**config.mk**
```make
export PLATFORM = sky130hd
export DESIGN_NAME = multi_cycle_control_unit
export DESIGN_NICKNAME = d
export VERILOG_FILES = /design/src/rtl/multi_cycle_control_unit.sv
export SDC_FILE = /design/constraint.sdc
export NUM_CORES = 1
export LEC_CHECK = 0
export CORE_MARGIN = 1.5
export CORE_UTILIZATION = 43
export DETAILED_ROUTE_END_ITERATION = 10
export PLACE_DENSITY_LB_ADDON = 0.2
export SLEW_MARGIN = 0
export SYNTH_ARGS = -nofsm -noshare
export SYNTH_HDL_FRONTEND = slang
export SYNTH_SLANG_ARGS = --single-unit
```
**constraint.sdc**
```tcl
create_clock -name clk -period 4.11 [get_ports clk]
set_input_delay 0.822 -clock clk [delete_from_list [all_inputs] [get_ports clk]]
set_output_delay 0.822 -clock clk [all_outputs]
set_load 0.005 [all_outputs]
```
**src/rtl/multi_cycle_control_unit.sv**
```systemverilog
// Multi-cycle RV32I control FSM: FETCH/DECODE/EXECUTE/MEM/WB sequencing with an internal IR.
// Optional macro ILLEGAL_TRAP_EN: unknown opcodes park the FSM in TRAP and raise illegal_instr.
module multi_cycle_control_unit #(
    parameter int unsigned FETCH_LAT = 1,
    parameter int unsigned ALUC_W    = 4,
    parameter logic [31:0] NOP_INSTR = 32'h00000013
) (
    input  logic              clk,
    input  logic              reset,
    input  logic [31:0]       instr_code,
    input  logic              d_ready,
    output logic              pc_en,
    output logic              ir_en,
    output logic [ALUC_W-1:0] alu_controls,
    output logic              aluSrcMuxSel,
    output logic [2:0]        RegWdataSel,
    output logic              reg_wr_en,
    output logic              d_wr_en,
    output logic              d_rd_en,
    output logic              branch,
    output logic              JAL,
    output logic              JALR,
    output logic              instr_done,
    output logic              illegal_instr
);

    typedef enum logic [2:0] {
        StFetch   = 3'd0,
        StDecode  = 3'd1,
        StExecute = 3'd2,
        StMem     = 3'd3,
        StWb      = 3'd4,
        StTrap    = 3'd5
    } state_e;

    localparam logic [6:0] OpR     = 7'b0110011;
    localparam logic [6:0] OpI     = 7'b0010011;
    localparam logic [6:0] OpLoad  = 7'b0000011;
    localparam logic [6:0] OpStore = 7'b0100011;
    localparam logic [6:0] OpBr    = 7'b1100011;
    localparam logic [6:0] OpLui   = 7'b0110111;
    localparam logic [6:0] OpAuipc = 7'b0010111;
    localparam logic [6:0] OpJal   = 7'b1101111;
    localparam logic [6:0] OpJalr  = 7'b1100111;

    localparam logic [3:0] LastCnt = 4'(FETCH_LAT - 1);

    state_e      state_q, state_d;
    logic [3:0]  cnt_q, cnt_d;
    logic [31:0] ir_q;

    logic [6:0] opcode;
    logic [2:0] funct3;
    logic       f7_5;
    logic [3:0] alu4;
    logic       legal, is_store, is_load, is_branch;

    assign opcode = ir_q[6:0];
    assign funct3 = ir_q[14:12];
    assign f7_5   = ir_q[30];

    logic unused_ir;
    assign unused_ir = ^{ir_q[31], ir_q[29:15], ir_q[11:7]};

    always_ff @(posedge clk or negedge reset) begin
        if (!reset) begin
            state_q <= StFetch;
            cnt_q   <= '0;
            ir_q    <= NOP_INSTR;
        end else begin
            state_q <= state_d;
            cnt_q   <= cnt_d;
            if (ir_en) ir_q <= instr_code;
        end
    end

    // Datapath selects follow the IR in every state; only strobes are state-qualified.
    always_comb begin
        alu4         = 4'd0;
        aluSrcMuxSel = 1'b0;
        RegWdataSel  = 3'd0;
        JAL          = 1'b0;
        JALR         = 1'b0;
        legal        = 1'b1;
        is_store     = 1'b0;
        is_load      = 1'b0;
        is_branch    = 1'b0;
        case (opcode)
            OpR:     alu4 = {f7_5, funct3};
            OpI: begin
                alu4         = {(funct3 == 3'b101) && f7_5, funct3};
                aluSrcMuxSel = 1'b1;
            end
            OpLoad: begin
                aluSrcMuxSel = 1'b1;
                RegWdataSel  = 3'd1;
                is_load      = 1'b1;
            end
            OpStore: begin
                aluSrcMuxSel = 1'b1;
                is_store     = 1'b1;
            end
            OpBr: begin
                alu4      = {1'b0, funct3};
                is_branch = 1'b1;
            end
            OpLui:   RegWdataSel = 3'd2;
            OpAuipc: RegWdataSel = 3'd3;
            OpJal: begin
                RegWdataSel = 3'd4;
                JAL         = 1'b1;
            end
            OpJalr: begin
                RegWdataSel  = 3'd4;
                JALR         = 1'b1;
                aluSrcMuxSel = 1'b1;
            end
            default: legal = 1'b0;
        endcase
    end

    assign alu_controls = ALUC_W'(alu4);

`ifdef ILLEGAL_TRAP_EN
    logic set_illegal, illegal_q;
`endif

    always_comb begin
        state_d   = state_q;
        cnt_d     = cnt_q;
        pc_en     = 1'b0;
        ir_en     = 1'b0;
        reg_wr_en = 1'b0;
        d_wr_en   = 1'b0;
        d_rd_en   = 1'b0;
        branch    = 1'b0;
`ifdef ILLEGAL_TRAP_EN
        set_illegal = 1'b0;
`endif
        case (state_q)
            StFetch: begin
                if (cnt_q == LastCnt) begin
                    ir_en   = 1'b1;
                    cnt_d   = 4'd0;
                    state_d = StDecode;
                end else begin
                    cnt_d = cnt_q + 4'd1;
                end
            end
            StDecode: begin
                if (!legal) begin
`ifdef ILLEGAL_TRAP_EN
                    set_illegal = 1'b1;
                    state_d     = StTrap;
`else
                    pc_en   = 1'b1;
                    state_d = StFetch;
`endif
                end else begin
                    state_d = StExecute;
                end
            end
            StExecute: begin
                if (is_branch) begin
                    branch  = 1'b1;
                    pc_en   = 1'b1;
                    state_d = StFetch;
                end else if (is_store || is_load) begin
                    state_d = StMem;
                end else begin
                    state_d = StWb;
                end
            end
            StMem: begin
                d_wr_en = is_store;
                d_rd_en = is_load;
                if (d_ready) begin
                    if (is_store) begin
                        pc_en   = 1'b1;
                        state_d = StFetch;
                    end else begin
                        state_d = StWb;
                    end
                end
            end
            StWb: begin
                reg_wr_en = 1'b1;
                pc_en     = 1'b1;
                state_d   = StFetch;
            end
            StTrap:  state_d = StTrap;
            default: state_d = StFetch;
        endcase
        instr_done = pc_en;
    end

`ifdef ILLEGAL_TRAP_EN
    always_ff @(posedge clk or negedge reset) begin
        if (!reset) illegal_q <= 1'b0;
        else if (set_illegal) illegal_q <= 1'b1;
    end
    assign illegal_instr = illegal_q;
`else
    assign illegal_instr = 1'b0;
`endif

endmodule

```
==> flow_summary_export.csv <==
group,metric,value,unit
yosys,synth-seq-cells,18,
flow_run,drv_cap,0,
worst_setup_path,required,3290,ps
routing,post_drt_wl_per_cell,14.0,um
clock_network,cts_setup_buffers,0,
sta,rsz0062_at_grt,"false",
yosys,ys_seq_area_share,40.6,%
clock_network,clockRootBuffer,"clkbuf_4",
sta,fin_worst_skew,8.75,ps
grt,grt_pass1_vias,913,
yosys,ys_warn_count,0,
finish,drive_above_1_share,15.9,%
die,die_height,54.0,um
clock_network,cts_buffers,3,
sta,min_period_over_period,79.4,%
power,p_sw_share,41.0,%
sta,max_slew_margin,44.0,%
yosys,synthTopCellsByCount,"dfrtp_1, mux2_2, nand2_1",
worst_setup_path,critPathSlowestCell,"dfstp_2",
power,power.density,648,nW/um2
grt,grt_pass1_wl,4000,um
clock_network,clkTransAtPathRegs,120,ps
yosys,synthTopCellsByArea,"dfrtp_1, mux2_2, dfstp_2",
power,power_frac_comb,46.5,%
worst_setup_path,crit_type,"register to output pin",
yosys,yosysUniqueCellTypes,39,
worst_setup_path,worstPathArrival,2440,ps
clock_network,ctsHoldBuffers,0,
finish,nNetsFinal,183,
yosys,netlist_instances,118,
worst_setup_path,startpoint_type,"register",
placement,placedCellCount,171,
routing,dr.pass1.iters,4,
finish,fill_cells,229,
grt,grt-ovfl-total,0,
clock_network,clockBufferDepth,2,
finish,area_growth,29.9,%
yosys,avgSynthCellArea,9.48,um2
finish,antenna-diode-count,0,
placement,gp_congestion,0.792,
power,clock_power_share,12.1,%
routing,via_count,974,
power,p_sw,0.000386,W
worst_setup_path,end_kind,"output pin",
sta,max_freq,0.306,GHz
min_path,hp-class,"register to register",
clock_network,cts_tree,"yes",
sta,tns,0,ps
sta,hold_viol_final,0,
clock_network,ctsResizeCount,0,
die,dieArea,2920,um2
yosys,yosysTopAreaCell,"dfrtp_1",
power,p_leak,0.572,nW
sta,setup_viol,0,
die,num_io_pins,53,
sta,timing.hold.ws,521,ps
placement,post_dp_cell_area,1420,um2
grt,antenna_found_initial,0,
grt,track_usage,18.9,%
routing,drt_iter0_markers,26,
finish,stdcell_area,1450,um2
power,p_int,0.000555,W
routing,viasPerCell,5.57,
sta,final-max-slew-violation-count,0,
power,seqPwrFrac,41.3,%
yosys,synth_area,1120,um2
worst_setup_path,cp_max_fo,7,
routing,drtAntennaViolNets,0,
grt,grt_max_degree,19,
placement,hpwl,1760,um
routing,drcViolationCount,0,
yosys,synth_edf_count,0,
yosys,async_reset_ff_share,100,%
die,rows,18,
yosys,syn-num-nets,155,
worst_setup_path,path_cells,"nand3b_1 -> nor3_2 -> nand3_1 -> nor3b_1 -> clkdlybuf4s50_1",
sta,min_period,3260,ps
clock_network,cts_sinks,18,
worst_setup_path,critPathMaxStageDelay,560,ps
sta,tightest_slew,837,ps
routing,drt_wl_total,2450,um
yosys,yosys.area.top_type_share,33.6,%
yosys,synthFlopType,"dfrtp_1",
die,core_area,2480,um2
placement,port_buffers,30,
yosys,synth.most_common_cell,"dfrtp_1",
die,die_w,54.0,um
finish,final-instance-count-excl-fill,175,
clock_network,clock_latency,300,ps
die,start_util,45.2,%
status,status,"complete, no violations",
clock_network,cts_max_level,1,
power,peakVddDrop,0.411,mV
==> through the flow <==
stage	worst slack, ps	util [%]	power (W)
after global placement	1040	57.2	0.000805
after detailed placement	990	57.2	0.000828
after CTS	879	58.6	0.000944
after floorplan	1900	-	0.000685
final	846	58.6	0.000941
after global routing	627	58.6	0.00102
==> critical path: cells and delay by family (launching register included) <==
| kind | cells | cell delay (ps) |
|---|---|---|
| buf+inv | 1 | 530 |
| flops | 1 | 560 |
| simple gates | 4 | 1050 |
==> metal layers <==
metal | GRT usage (%) | wire length (um)
met3 | 4.44 | 160
met2 | 28.7 | 1130
met5 | 0 | 0
met1 | 26.4 | 1150
met4 | 6.25 | 7
==> power groups by stage <==
stage               Combinational (W)  Clock [W]  Sequential [W]
floorplan                    0.000374          0        0.000311
global placement             0.000423          0        0.000382
detailed placement           0.000439          0        0.000389
CTS                          0.000442   0.000117        0.000385
global route                 0.000491   0.000125        0.000402
finish                       0.000438   0.000114        0.000389
==> final timing paths <==
kind | startpoint | to | cells after the start | slack (ps)
max | ir_q[1] | d_wr_en | 5 | 850
min | ir_q[30] | ir_q[30] | 1 | 520
max reg2reg | ir_q[1] | state_q[0] | 4 | 2460
min reg2reg | ir_q[30] | ir_q[30] | 1 | 520
max in group asynchronous | reset | state_q[1] | 1 | 2600
min in group asynchronous | reset | ir_q[3] | 1 | 990
==> cells by family after synthesis <==
| kind of cell | after synthesis | synth area share (%) |
|---|---|---|
| AND/OR/NAND/NOR | 51 | 27.9 |
| AO/OA/AOI/OAI | 22 | 12.8 |
| flip-flops | 18 | 40.6 |
| buffers and inverters | 13 | 5.59 |
| multiplexers | 9 | 9.06 |
| adder cells (fa/ha/maj) | 2 | 2.24 |
| XOR/XNOR | 2 | 1.57 |
| other | 1 | 0.335 |
==> state kept, by name, summed over array words and instances, names as in the netlist <==
register	flops
ir_q	11
cnt_q	4
state_q	3
==> cell type report <==
cell class | count | area, um2 | area share [%]
clock buffers | 4 | 36.3 | 2.50
flip-flops and latches | 18 | 454 | 31.3
well taps | 30 | 37.5 | 2.58
multi-input cells | 87 | 602 | 41.4
inverters | 6 | 22.5 | 1.55
repair buffers | 30 | 300 | 20.7
==> cell usage in the layout, fill, tap and decap left out, types with 2 or more instances in the layout <==
cell type and n:
a31oi_1 3, nand3b_1 3, dfrtp_1 15, dfstp_2 3
inv_1 6, and2_1 4, nand2_1 9, clkdlybuf4s50_1 30
mux2_2 9, ha_1 2, clkbuf_4 3, nor4_1 2
nor3b_1 2, o21ai_0 8, nor2_1 5, a21oi_1 4
nor2b_1 6, nor3_1 5, nor3_2 2, nand3_1 5
No activity file was read; power rests on OpenSTA's default activity.
